File: src/rtl/instr_mem_loader_if.sv
`timescale 1ns/1ps
// Instruction-memory loader bus: load control, incoming byte stream and
// the word-write port into the instruction memory.
interface instr_mem_loader_if #(
  parameter int unsigned ADDR_WIDTH = 5
);
  logic                  start;
  logic [ADDR_WIDTH:0]   wordCount;
  logic                  byteValid;
  logic [7:0]            byteData;
  logic                  byteReady;
  logic                  memWriteEnable;
  logic [ADDR_WIDTH-1:0] memWriteAddress;
  logic [31:0]           memWriteData;
  logic                  busy;
  logic                  done;
  logic                  error;

  // Host / byte source side
  modport master (
    output start, wordCount, byteValid, byteData,
    input  byteReady, memWriteEnable, memWriteAddress, memWriteData,
    input  busy, done, error
  );

  // Loader side
  modport slave (
    input  start, wordCount, byteValid, byteData,
    output byteReady, memWriteEnable, memWriteAddress, memWriteData,
    output busy, done, error
  );
endinterface

File: src/rtl/instr_mem_loader.sv
`timescale 1ns/1ps
// Instruction memory write side: packs a byte stream into little-endian
// 32-bit words and writes them to consecutive word addresses from 0.
module instr_mem_loader #(
  parameter int unsigned ADDR_WIDTH = 5
) (
  input  logic              clk,
  input  logic              rst_n,
  instr_mem_loader_if.slave bus
);
  localparam int unsigned CountWidth = ADDR_WIDTH + 1;
  localparam int unsigned Depth      = 1 << ADDR_WIDTH;

  typedef enum logic [1:0] {
    IDLE  = 2'd0,
    LOAD  = 2'd1,
    WRITE = 2'd2,
    DONE  = 2'd3
  } state_t;

  state_t                 state;
  logic [CountWidth-1:0]  count;
  logic [ADDR_WIDTH-1:0]  addr;
  logic [1:0]             byteIdx;
  // Lower three bytes of the word; the fourth goes straight into memWriteData.
  logic [23:0]            lowBytes;

  logic                   byteReady;
  logic                   memWriteEnable;
  logic [ADDR_WIDTH-1:0]  memWriteAddress;
  logic [31:0]            memWriteData;
  logic                   busy;
  logic                   done;
  logic                   error;

  logic                   lastWord;

  assign lastWord = ({1'b0, addr} == (count - CountWidth'(1)));

  // Loader FSM with registered outputs set on entry to each state.
  always_ff @(posedge clk or negedge rst_n) begin
    if (!rst_n) begin
      state           <= IDLE;
      count           <= '0;
      addr            <= '0;
      byteIdx         <= '0;
      lowBytes        <= '0;
      byteReady       <= 1'b0;
      memWriteEnable  <= 1'b0;
      memWriteAddress <= '0;
      memWriteData    <= '0;
      busy            <= 1'b0;
      done            <= 1'b0;
      error           <= 1'b0;
    end else begin
      memWriteEnable <= 1'b0;
      done           <= 1'b0;
      error          <= 1'b0;
      case (state)
        IDLE: begin
          if (bus.start) begin
            if (bus.wordCount == '0) begin
              state <= DONE;
              done  <= 1'b1;
            end else if (bus.wordCount > CountWidth'(Depth)) begin
              error <= 1'b1;
            end else begin
              count     <= bus.wordCount;
              addr      <= '0;
              byteIdx   <= '0;
              lowBytes  <= '0;
              byteReady <= 1'b1;
              busy      <= 1'b1;
              state     <= LOAD;
            end
          end
        end
        LOAD: begin
          if (bus.byteValid) begin
            byteIdx <= byteIdx + 2'd1;
            case (byteIdx)
              2'd0: lowBytes[7:0]   <= bus.byteData;
              2'd1: lowBytes[15:8]  <= bus.byteData;
              2'd2: lowBytes[23:16] <= bus.byteData;
              default: begin
                memWriteEnable  <= 1'b1;
                memWriteAddress <= addr;
                memWriteData    <= {bus.byteData, lowBytes};
                byteReady       <= 1'b0;
                state           <= WRITE;
              end
            endcase
          end
        end
        WRITE: begin
          if (lastWord) begin
            busy  <= 1'b0;
            done  <= 1'b1;
            state <= DONE;
          end else begin
            addr      <= addr + ADDR_WIDTH'(1);
            byteReady <= 1'b1;
            state     <= LOAD;
          end
        end
        DONE: begin
          state <= IDLE;
        end
        default: begin
          state <= IDLE;
        end
      endcase
    end
  end

  assign bus.byteReady       = byteReady;
  assign bus.memWriteEnable  = memWriteEnable;
  assign bus.memWriteAddress = memWriteAddress;
  assign bus.memWriteData    = memWriteData;
  assign bus.busy            = busy;
  assign bus.done            = done;
  assign bus.error           = error;

endmodule

File: src/flat_wrapper.sv
// flat-port wrapper written by rule: the top's interface ports become plain ports
module instr_mem_loader_flat 
#(
  parameter int unsigned ADDR_WIDTH = 5
)
  (clk, rst_n, bus_start, bus_wordCount, bus_byteValid, bus_byteData, bus_byteReady, bus_memWriteEnable, bus_memWriteAddress, bus_memWriteData, bus_busy, bus_done, bus_error);
  instr_mem_loader_if #(.ADDR_WIDTH(ADDR_WIDTH)) bus_i ();
  input  logic clk;
  input  logic rst_n;
  input wire logic [$bits(bus_i.start)-1:0] bus_start;
  input wire logic [$bits(bus_i.wordCount)-1:0] bus_wordCount;
  input wire logic [$bits(bus_i.byteValid)-1:0] bus_byteValid;
  input wire logic [$bits(bus_i.byteData)-1:0] bus_byteData;
  output wire logic [$bits(bus_i.byteReady)-1:0] bus_byteReady;
  output wire logic [$bits(bus_i.memWriteEnable)-1:0] bus_memWriteEnable;
  output wire logic [$bits(bus_i.memWriteAddress)-1:0] bus_memWriteAddress;
  output wire logic [$bits(bus_i.memWriteData)-1:0] bus_memWriteData;
  output wire logic [$bits(bus_i.busy)-1:0] bus_busy;
  output wire logic [$bits(bus_i.done)-1:0] bus_done;
  output wire logic [$bits(bus_i.error)-1:0] bus_error;
  assign bus_i.start = bus_start;
  assign bus_i.wordCount = bus_wordCount;
  assign bus_i.byteValid = bus_byteValid;
  assign bus_i.byteData = bus_byteData;
  assign bus_byteReady = bus_i.byteReady;
  assign bus_memWriteEnable = bus_i.memWriteEnable;
  assign bus_memWriteAddress = bus_i.memWriteAddress;
  assign bus_memWriteData = bus_i.memWriteData;
  assign bus_busy = bus_i.busy;
  assign bus_done = bus_i.done;
  assign bus_error = bus_i.error;
  instr_mem_loader #(.ADDR_WIDTH(ADDR_WIDTH)) u_core (.clk(clk), .rst_n(rst_n), .bus(bus_i));
endmodule
File: config.mk
export PLATFORM = sky130hd
export DESIGN_NAME = instr_mem_loader_flat
export DESIGN_NICKNAME = d
export VERILOG_FILES = /design/src/rtl/instr_mem_loader_if.sv /design/src/rtl/instr_mem_loader.sv /design/src/flat_wrapper.sv
export SDC_FILE = /design/constraint.sdc
export NUM_CORES = 1
export LEC_CHECK = 0
export BUFFER_PORTS_ARGS = -buffer_cell sky130_fd_sc_hd__buf_4
export CAP_MARGIN = 40
export CORE_MARGIN = 8
export CORE_UTILIZATION = 55
export CTS_CLUSTER_SIZE = 10
export DETAILED_ROUTE_END_ITERATION = 8
export GPL_TIMING_DRIVEN = 0
export PLACE_DENSITY = 0.78
export SYNTH_ARGS = -nofsm -noshare
export SYNTH_HDL_FRONTEND = slang
export SYNTH_SLANG_ARGS = --single-unit
File: constraint.sdc
create_clock -name clk -period 7 [get_ports clk]
set_input_delay 0 -clock clk [delete_from_list [all_inputs] [get_ports clk]]
set_output_delay 0 -clock clk [all_outputs]
set_load 0.01 [all_outputs]
==> results.sh <==
export IMPL_leakagePower_uw=0.002145
export IMPL_holdCritPathClass="input port to flip-flop"
export IMPL_startpoint_type="input port"
export IMPL_max_vdd_ir_drop_v=0.0002259
export IMPL_status="finished, final reports clean"
export IMPL_dp_cells=389
export IMPL_worst_pin_slew_ps=737.6
export IMPL_cts_clk_slew_worst_paths_ps=80
export IMPL_setup_viol=0
export IMPL_ys_seq_elements=81
export IMPL_antenna_found_initial=0
export IMPL_h_tree_depth=3
export IMPL_diodes=0
export IMPL_totalWireLength_microns=7429
export IMPL_rsz0062_at_grt="no"
export IMPL_grt_use_total=0.1793
export IMPL_yosysTopAreaCell="dfrtp_1"
export IMPL_yosys_area_top_type_share=0.5821
export IMPL_dr_pass1_iters=6
export IMPL_layout_commonest_cell="dfrtp_1"
export IMPL_antenna_left=0
export IMPL_route_detailed_drc=0
export IMPL_synth_area_top_cells="dfrtp_1 58%, mux2_2 22%, ha_1 2.2%"
export IMPL_post_cts_buffers=0
export IMPL_wl_per_cell_microns=17.60
export IMPL_row_count=29
export IMPL_die_y_microns=95.57
export IMPL_p_sw_uw=567.1
export IMPL_cap_violations=0
export IMPL_synth_nets=276
export IMPL_crit_path_end="u_core.count[0]$_DFFE_PN0P_"
export IMPL_cts_buffer_depth=2
export IMPL_clock_sinks=81
export IMPL_setup_tns_final_ps=0
export IMPL_die_area_sq_mm=0.009134
export IMPL_final_nets=364
export IMPL_drtIter0Drc=60
export IMPL_comb_power_share=0.358
export IMPL_final_max_slew_viol_count=0
export IMPL_rrSetupSlack_ps=4370
export IMPL_final_core_util=0.7149
export IMPL_coreArea_sq_mm=0.006241
export IMPL_async_reset_ff_frac=1.000
export IMPL_slew_headroom=0.5082
export IMPL_final_cell_mix="81 x dfrtp_1, 67 x mux2_2, 59 x buf_4"
export IMPL_switching_share=0.3111
export IMPL_drive_gt1_frac=0.4435
export IMPL_intPower_uw=1256
export IMPL_start_util=0.5579
export IMPL_ys_seq_area_frac=0.5821
export IMPL_power_frac_seq=0.420
export IMPL_dp_hpwl_microns=5187
export IMPL_p_per_area_mw_per_mm2=408.5
export IMPL_crit_type="input port to flip-flop"
export IMPL_period_share=0.3760
export IMPL_whs_ps=47.31
export IMPL_port_buffers=59
export IMPL_cp_end_kind="flip-flop"
export IMPL_num_vias=2236
export IMPL_p_clk_frac=0.222
export IMPL_cts_hold_buf=17
export IMPL_cts_root_buf="clkbuf_8"
export IMPL_grt_pass1_wl_microns=12350
export IMPL_yosysWarnings=0
export IMPL_netlist_cell_type_count=41
export IMPL_postCtsResizedCells=0
export IMPL_grt_pass1_vias=2446
export IMPL_gp_congestion=0.7606
export IMPL_grt_overflow_total=0
export IMPL_cts_buffers=9
export IMPL_reg2reg_to="u_core.addr[1]$_DFFE_PN0P_"
export IMPL_fill_cells=452
export IMPL_final_hold_viol_count=0
export IMPL_vias_per_cell=5.299
export IMPL_die_w_microns=95.57
export IMPL_finClkSkew_ps=7.208
export IMPL_startpoint="bus_wordCount[0]"
export IMPL_arrival_ps=2870
export IMPL_fin_area_sq_mm=0.004462
export IMPL_placed_cell_area_sq_mm=0.004049
export IMPL_synthCells=252
export IMPL_synth_edff_count=0
export IMPL_netlist_area_sq_mm=0.003482
export IMPL_instances_no_fill=422
export IMPL_ys_flop_type="dfrtp_1"
export IMPL_syn_avg_cell_area_sq_um=13.82
export IMPL_reg2regPathDepth=5
export IMPL_ios=60
export IMPL_clk_latency_ps=350
export IMPL_reg2reg_from="u_core.count[0]$_DFFE_PN0P_"
export IMPL_cts_tree="built"
export IMPL_grt_max_degree=58
export IMPL_min_period_ps=2632
export IMPL_cp_max_fo=10
export IMPL_required_ps=7240
export IMPL_syn2layout_area_growth_pct=28.14
export IMPL_max_freq_mhz=379.9
sequential cells by signal (all words and copies together), names as in the netlist, 2 cells and up:
signal / count
u_core.bus.memWriteData: 32
u_core.lowBytes: 24
u_core.count: 6
u_core.addr: 5
u_core.bus.memWriteAddress: 5
u_core.byteIdx: 2
u_core.state: 2
per-layer routing:
metal | vias up | GRT usage | wire, microns
met4 | 0 | 0.07939 | 123
met2 | 55 | 0.2903 | 3602
met5 | - | 0 | 0
met1 | 1102 | 0.2162 | 3231
met3 | 10 | 0.05512 | 471
li1 | 1069 | - | -
synthesized netlist by cell type, types with 2 or more instances:
master	count
dfrtp_1	81
mux2_2	67
and2_1	8
nand3_1	8
clkbuf_1	7
nand2_1	7
o21ai_0	7
ha_1	6
nor2_1	6
inv_1	5
a21o_1	4
xnor2_1	4
buf_2	3
nor3_1	3
a21oi_1	2
a31oi_1	2
and3_1	2
mux2i_1	2
nor2b_1	2
nor3b_1	2
nor4bb_1	2
or3_1	2
xor2_1	2
how the worst min path moves through the flow:
stage / startpoint / end / slack, ps / cells past startpoint
after floorplan: rst_n / u_core.addr[0]$_DFFE_PN0P_ / -300 / 0
final: bus_byteValid / u_core.state[1]$_DFFE_PN0P_ / 50 / 3
after detailed placement: rst_n / u_core.bus.error$_DFF_PN0_ / -70 / 1
after global routing: bus_byteValid / u_core.state[1]$_DFFE_PN0P_ / 80 / 3
after global placement: rst_n / u_core.bus.error$_DFF_PN0_ / 230 / 1
after CTS: bus_byteValid / u_core.state[1]$_DFFE_PN0P_ / 10 / 3
area by class of cell:
class / count / area, sq um / share of cell area
Clock buffer: 9 / 123.9 / 0.02776
Timing Repair Buffer: 77 / 640.6 / 0.1436
Inverter: 5 / 18.77 / 0.004206
Buffer: 11 / 45.04 / 0.01010
Clock inverter: 7 / 118.9 / 0.02664
Sequential cell: 81 / 2027 / 0.4543
Multi-Input combinational cell: 155 / 1391 / 0.3118
Tap cell: 77 / 96.34 / 0.02159
kinds of logic after synthesis:
| kind of cell | share of synthesized area |
|---|---|
| flip-flops | 0.5821 |
| buffers and inverters | 0.01833 |
| adder cells (fa/ha/maj) | 0.02156 |
| multiplexers | 0.2224 |
| XOR/XNOR | 0.02156 |
| AO/OA/AOI/OAI | 0.04708 |
| AND/OR/NAND/NOR | 0.08696 |
through the flow:
| step | total power, uW | worst slack, ps |
|---|---|---|
| after CTS | 1843 | 4348 |
| final | 1823 | 4368 |
| after global routing | 1942 | 4191 |
| after detailed placement | 1424 | 4349 |
| after floorplan | 1157 | 4616 |
| after global placement | 1391 | 4416 |
power by group through the flow:
stage | registers [uW] | clock network (uW) | logic, uW
after global routing | 790 | 434 | 718
final | 766 | 404 | 652
after floorplan | 785 | 0 | 372
after detailed placement | 775 | 0 | 649
after CTS | 766 | 413 | 664
after global placement | 764 | 0 | 627
worst max-delay path: stages:
cell and delay (ps):
dlygate4sd3_1 540, buf_4 130, or4_1 580, o21ai_0 320, nand4b_1 460, nor2_2 450, mux2_2 380
Power figures use the tool's default switching activity.
